### src/rtl/button_step_conditioner_pkg.sv
// ============================================================================
// Module   : button_step_conditioner_pkg
// Purpose  : Shared FSM state encoding and debounce counter width.
// Revision : 1.0 - initial release
// ============================================================================
`default_nettype none

package button_step_conditioner_pkg;

    localparam int CNT_W = 24;

    typedef enum logic [1:0] {
        IDLE         = 2'd0,
        PRESS_WAIT   = 2'd1,
        PRESSED      = 2'd2,
        RELEASE_WAIT = 2'd3
    } state_t;

endpackage

`default_nettype wire

### src/rtl/button_step_conditioner_sync_2ff.sv
// ============================================================================
// Module   : sync_2ff
// Purpose  : Two-flop synchronizer bringing the raw button into the clk domain.
// Revision : 1.0 - initial release
// ============================================================================
`default_nettype none

module sync_2ff (
    input  logic clk,
    input  logic reset,
    input  logic d_i,
    output logic q_o
);

    logic meta_q;
    logic sync_q;

    always_ff @(posedge clk or posedge reset) begin
        if (reset) begin
            meta_q <= 1'b0;
            sync_q <= 1'b0;
        end else begin
            meta_q <= d_i;
            sync_q <= meta_q;
        end
    end

    assign q_o = sync_q;

endmodule

`default_nettype wire

### src/rtl/button_step_conditioner.sv
// ============================================================================
// Module   : button_step_conditioner
// Purpose  : Debounces a push-button and issues one step strobe per press.
//            Define STEP_AUTOREPEAT_EN to add hold-to-repeat stepping.
// Revision : 1.0 - initial release
// ============================================================================
`default_nettype none

module button_step_conditioner
    import button_step_conditioner_pkg::*;
#(
    parameter int DEBOUNCE_CYCLES      = 1000000,
    parameter int REPEAT_DELAY_CYCLES  = 50000000,
    parameter int REPEAT_PERIOD_CYCLES = 20000000
) (
    input  logic       clk,
    input  logic       reset,
    input  logic       btn_in,
    output logic       btn_level,
    output logic       step_pulse,
    output logic [7:0] step_count
);

    localparam logic [CNT_W-1:0] CNT_LAST = CNT_W'(DEBOUNCE_CYCLES - 1);

    logic             w_btn_sync;
    logic [CNT_W-1:0] w_cnt_inc;

    state_t           state_q;
    logic [CNT_W-1:0] cnt_q;
    logic             btn_level_q;
    logic             step_pulse_q;
    logic [7:0]       step_count_q;

    sync_2ff u_sync (
        .clk   (clk),
        .reset (reset),
        .d_i   (btn_in),
        .q_o   (w_btn_sync)
    );

    assign w_cnt_inc = (cnt_q == {CNT_W{1'b1}}) ? cnt_q : cnt_q + CNT_W'(1);

`ifdef STEP_AUTOREPEAT_EN
    localparam logic [31:0] RPT_DELAY_LAST  = 32'(REPEAT_DELAY_CYCLES - 1);
    localparam logic [31:0] RPT_PERIOD_LAST = 32'(REPEAT_PERIOD_CYCLES - 1);

    logic [31:0] rpt_cnt_q;
    logic        rpt_first_q;
    logic [31:0] w_rpt_last;

    // First repeat waits the long delay, later ones the shorter period
    assign w_rpt_last = rpt_first_q ? RPT_DELAY_LAST : RPT_PERIOD_LAST;
`endif

    always_ff @(posedge clk or posedge reset) begin
        if (reset) begin
            state_q      <= IDLE;
            cnt_q        <= '0;
            btn_level_q  <= 1'b0;
            step_pulse_q <= 1'b0;
            step_count_q <= 8'd0;
`ifdef STEP_AUTOREPEAT_EN
            rpt_cnt_q    <= 32'd0;
            rpt_first_q  <= 1'b1;
`endif
        end else begin
            step_pulse_q <= 1'b0;
            case (state_q)
                IDLE: begin
                    if (w_btn_sync) begin
                        state_q <= PRESS_WAIT;
                        cnt_q   <= '0;
                    end
                end
                PRESS_WAIT: begin
                    // A drop on the terminal count cancels the press
                    if (!w_btn_sync) begin
                        state_q <= IDLE;
                    end else if (cnt_q == CNT_LAST) begin
                        state_q      <= PRESSED;
                        btn_level_q  <= 1'b1;
                        step_pulse_q <= 1'b1;
                        step_count_q <= step_count_q + 8'd1;
`ifdef STEP_AUTOREPEAT_EN
                        rpt_cnt_q    <= 32'd0;
                        rpt_first_q  <= 1'b1;
`endif
                    end else begin
                        cnt_q <= w_cnt_inc;
                    end
                end
                PRESSED: begin
                    if (!w_btn_sync) begin
                        state_q <= RELEASE_WAIT;
                        cnt_q   <= '0;
                    end
`ifdef STEP_AUTOREPEAT_EN
                    else if (rpt_cnt_q == w_rpt_last) begin
                        step_pulse_q <= 1'b1;
                        step_count_q <= step_count_q + 8'd1;
                        rpt_cnt_q    <= 32'd0;
                        rpt_first_q  <= 1'b0;
                    end else begin
                        rpt_cnt_q <= rpt_cnt_q + 32'd1;
                    end
`endif
                end
                RELEASE_WAIT: begin
                    if (w_btn_sync) begin
                        state_q <= PRESSED;
`ifdef STEP_AUTOREPEAT_EN
                        rpt_cnt_q   <= 32'd0;
                        rpt_first_q <= 1'b1;
`endif
                    end else if (cnt_q == CNT_LAST) begin
                        state_q     <= IDLE;
                        btn_level_q <= 1'b0;
                    end else begin
                        cnt_q <= w_cnt_inc;
                    end
                end
                default: state_q <= IDLE;
            endcase
        end
    end

    assign btn_level  = btn_level_q;
    assign step_pulse = step_pulse_q;
    assign step_count = step_count_q;

endmodule

`default_nettype wire

### config.mk
export PLATFORM = sky130hd
export DESIGN_NAME = button_step_conditioner
export DESIGN_NICKNAME = d
export VERILOG_FILES = /design/src/rtl/button_step_conditioner_pkg.sv /design/src/rtl/button_step_conditioner_sync_2ff.sv /design/src/rtl/button_step_conditioner.sv
export SDC_FILE = /design/constraint.sdc
export NUM_CORES = 1
export LEC_CHECK = 0
export BUFFER_PORTS_ARGS = -buffer_cell sky130_fd_sc_hd__buf_2
export CORE_MARGIN = 8
export CORE_UTILIZATION = 40
export CTS_BUF_LIST = sky130_fd_sc_hd__clkbuf_2
export CTS_CLUSTER_DIAMETER = 200
export DETAILED_ROUTE_END_ITERATION = 10
export GPL_TIMING_DRIVEN = 0
export REMOVE_ABC_BUFFERS = 1
export SYNTH_ARGS = -nofsm -noshare
export SYNTH_HDL_FRONTEND = slang
export SYNTH_SLANG_ARGS = --single-unit
### constraint.sdc
create_clock -name clk -period 5.15 [get_ports clk]
set_input_delay 1.545 -clock clk [delete_from_list [all_inputs] [get_ports clk]]
set_output_delay 1.545 -clock clk [all_outputs]
set_load 0.005 [all_outputs]
==> metrics.sh <==
DRT_PASS1_ITERATIONS=4
ANTENNA_FOUND_INITIAL=0
CP_SLOWEST_CELL='sky130_fd_sc_hd__o31ai_4'
GLOBAL_ROUTE.OVERFLOW_TOTAL=0
VDD_IR_DROP_MAX_V=0.000134
YOSYSWARNINGS=0
HOLD_VIOL_FINAL=0
TIMING_MAX_TRANSITION_VIOLATIONS_FINAL=0
CTS_MADE_BUFFERS=5
FIRST_GLOBAL_VIAS=1588
GRT_SETUP_UNREPAIRED='no'
SEQPWRFRAC=0.665
SYNTHDOMINANTCELLAREASHARE=0.447
TRITONCTS='done'
SWITCHING_SHARE_OF_TOTAL_POWER=0.274
MIN-DELAY-PATH-CLASS='reg -> reg'
POST_CTS_BUFFERS=0
SUM_OF_ROUTED_WIRE_LENGTH_OVER_ALL_LAYERS_UM=4590
WORSTPATHCELLLIST='ha_1 -> nand3_2 -> or2_1 -> o31ai_4 -> inv_2 -> nand3_1 -> o21ai_0'
DRIVE_ABOVE_1_SHARE=0.147
FINALWORSTPATHREQUIREDPERIOD_PS=3000
DIE_AREA_MM2=0.00791
POST-ROUTE-DRC-COUNT=0
OUTCOME='complete, no violations'
IO_BUFFER_COUNT=12
AREA_GROWTH_PCT=5.17
WP_DATA_ARRIVAL_PS=3270
WIRE_LENGTH_OF_THE_FIRST_GLOBAL_ROUTING_PASS_UM=7790
NUM_ROWS=26
CLKSLEWWORSTSETUPHOLDPATHS_PS=180
HALF_PERIMETER_WIRE_LENGTH_AFTER_DETAILED_PLACEMENT_UM=3040
POST_CTS.RESIZED_INSTANCES=0
HOLD_BUFFERS=0
TIGHTESTPINTRANSITION_PS=946
GRT.TOTAL_USAGE=0.126
POWERDENSITY_mW_PER_MM2=213
SYNTH-ASYNC-RESET-RATIO=1.00
MAXIMUM_NUMBER_OF_PINS_ON_ONE_NET_BEFORE_GLOBAL_ROUTE_REPAIR=39
CP.BUFFERS_INVERTERS=1
PLACEMENT.SETUP.WORST_SLACK_PS=2170
CLKSINKCOUNT=38
MOST-COMMON-LAYOUT-CELLS='38 x sky130_fd_sc_hd__dfrtp_1, 21 x sky130_fd_sc_hd__o31ai_1, 17 x sky130_fd_sc_hd__nand3_1, 13 x sky130_fd_sc_hd__nor2_1'
NUMBER_OF_INSTANCES_IN_THE_SYNTHESIZED_NETLIST=220
SYN-MEAN-INSTANCE-AREA_UM2=9.68
CTS_MAX_LEVEL=2
PLACE.GP.CONGESTION=0.733
WORSTSETUPPATHTYPE='reg -> reg'
CLK_PATH_BUF_DEPTH=2
VIAS_POST_DR=1738
CRITICAL_PATH.MAX_FANOUT=23
SKEW_PS=17.3
MOSTFREQUENTLAYOUTCELL='sky130_fd_sc_hd__dfrtp_1'
DR.FIRST_ITER.DRC_COUNT=152
FLOORPLAN.INITIALDENSITY=0.414
POST-ROUTE-WORST-SETUP-SLACK_PS=2150
ACHIEVABLE-FREQUENCY_GHz=0.333
SETUP_TNS_PS=0
POWER.SHARE.COMBINATIONAL=0.067
SEQ_CELLS_POST_SYNTH=38
ROUTE.ANTENNA.REMAINING_NETS=0
CLOCK_TREE.ROOT_CELL='sky130_fd_sc_hd__clkbuf_2'
SETUP_VIOL=0
YS_TYPES=55
FP.DIEW_UM=89.0
HEADROOM_TO_THE_MAX_SLEW_LIMIT=0.370
SWITCHING_POWER_W=0.000131
CLKLATENCYLATEPIN_PS=390
ROUTED_WIRE_LENGTH_PER_INSTANCE_UM=15.6
MAX_CAP_VIOL_COUNT=0
CP-END-KIND='register'
SYNTH_ENABLE_FLOP_CELLS=0
WORSTSETUPSTARTPOINTTYPE='register'
CORE_AREA_MM2=0.00514
CRITICAL_PATH.MAX_STAGE_DELAY_PS=830
DESIGN.FINAL.NETS=229
CP_DELAY_BY_FAMILY_TOP='simple AND/OR/NAND/NOR gates'
YS_TOP_CELLS_BY_AREA='sky130_fd_sc_hd__dfrtp_1 45%, sky130_fd_sc_hd__o31ai_1 7.4%, sky130_fd_sc_hd__nand3_1 4.0%'
POST_SYNTHESIS_CELL_TYPE_WITH_THE_LARGEST_COMBINED_AREA='sky130_fd_sc_hd__dfrtp_1'
NUM_ANTENNA_CELLS=0
SYNTH.CELL_AREA_MM2=0.00213
SYNTH.YOSYS.SEQ_AREA_SHARE=0.447
VIAS_PER_INSTANCE=5.91
CELLINTERNALPOWER_W=0.000345
CLKPWRFRAC=0.268
STATIC-LEAKAGE-POWER_nW=0.939
DIE-HEIGHT_UM=89.0
FINALCRITPERIODSHARE=0.583
SYNTH_TOP_FLOP_CELL='sky130_fd_sc_hd__dfrtp_1'
FINALHOLDWORSTSLACK_PS=376
CRIT_REQUIRED_PS=5420
IO_PINS=13
-- worst register-to-register path, cell delays in order (launching register included) --
cell	delay, ps
sky130_fd_sc_hd__dfrtp_1	440
sky130_fd_sc_hd__ha_1	230
sky130_fd_sc_hd__nand3_2	150
sky130_fd_sc_hd__or2_1	360
sky130_fd_sc_hd__o31ai_4	830
sky130_fd_sc_hd__inv_2	200
sky130_fd_sc_hd__nand3_1	510
sky130_fd_sc_hd__o21ai_0	160
-- metrics by stage --
| step | cells | power [W] | utilization | area, um^2 |
|---|---|---|---|---|
| after floorplan | 205 | 0.000344 | - | 2050 |
| after global placement | 287 | 0.000353 | 0.427 | 2200 |
| after detailed placement | 287 | 0.000354 | 0.429 | 2200 |
| after CTS | 294 | 0.000483 | 0.436 | 2240 |
| after global routing | 294 | 0.000500 | 0.436 | 2240 |
| final | 294 | 0.000476 | 0.436 | 2240 |
-- sequential cells by signal, summed over array words and instances (netlist names), named ones only --
name,flops
u_sync.meta_q,1
btn_level,1
step_count,8
u_sync.q_o,1
cnt_q,24
state_q,1
step_pulse,1
-- logic make-up (layout without fill, tap and decap cells) --
| group | after synthesis | count (layout) | share of synthesized area |
|---|---|---|---|
| flip-flops | 38 | 38 | 0.447 |
| AO/OA/AOI/OAI | 61 | 61 | 0.207 |
| buffers and inverters | 24 | 28 | 0.0541 |
| AND/OR/NAND/NOR | 84 | 84 | 0.234 |
| multiplexers | 2 | 2 | 0.00999 |
| adder cells (fa/ha/maj) | 2 | 2 | 0.0117 |
| XOR/XNOR | 9 | 9 | 0.0370 |
-- cell usage after synthesis (all sizes together) (3+ instances only) --
master and count:
xor2 6, buf 10, o41ai 3, nor4 5, and4 3, nand2 12
a31oi 7, nor2 14, o21ai 9, and3 4, nand4 8, o31ai 22
inv 8, xnor2 3, dfrtp 38, nor3 6, or4 3, clkbuf 5
nand3 18, a21oi 4
-- cell type report --
cell class	instances	area [um^2]
timing repair buffer	12	60.1
inverter	9	33.8
sequential	38	951
clock buffer	5	25.0
clock inverter	2	10.0
fill	533	2900
multi-input combinational	158	1070
tap	70	87.6
-- metal layers --
layer / wire length, um / vias up / global-route usage
met5: 0 / - / 0
li1: - / 840 / -
met4: 59 / 0 / 0.0408
met3: 241 / 6 / 0.0340
met2: 2110 / 48 / 0.196
met1: 2180 / 844 / 0.165
-- path summary, 6_finish.rpt --
kind / cells past startpoint / start / endpoint / slack, ps
min reg2reg: 0 / u_sync.meta_q / u_sync.q_o / 380
max reg2reg: 7 / cnt_q[0] / cnt_q[0] / 2150
min in group asynchronous: 2 / reset / cnt_q[12] / 1270
max in group asynchronous: 2 / reset / cnt_q[19] / 3360
max: 7 / cnt_q[0] / cnt_q[0] / 2150
min: 0 / u_sync.meta_q / u_sync.q_o / 380
-- power by group through the flow --
stage                     Sequential [W]  Clock, W  Combinational [W]
after floorplan                 0.000320         0          0.0000240
after global routing            0.000318  0.000144          0.0000371
after detailed placement        0.000322         0          0.0000325
after CTS                       0.000316  0.000134          0.0000327
final                           0.000316  0.000128          0.0000318
after global placement          0.000322         0          0.0000316
Power figures use the tool's default switching activity.
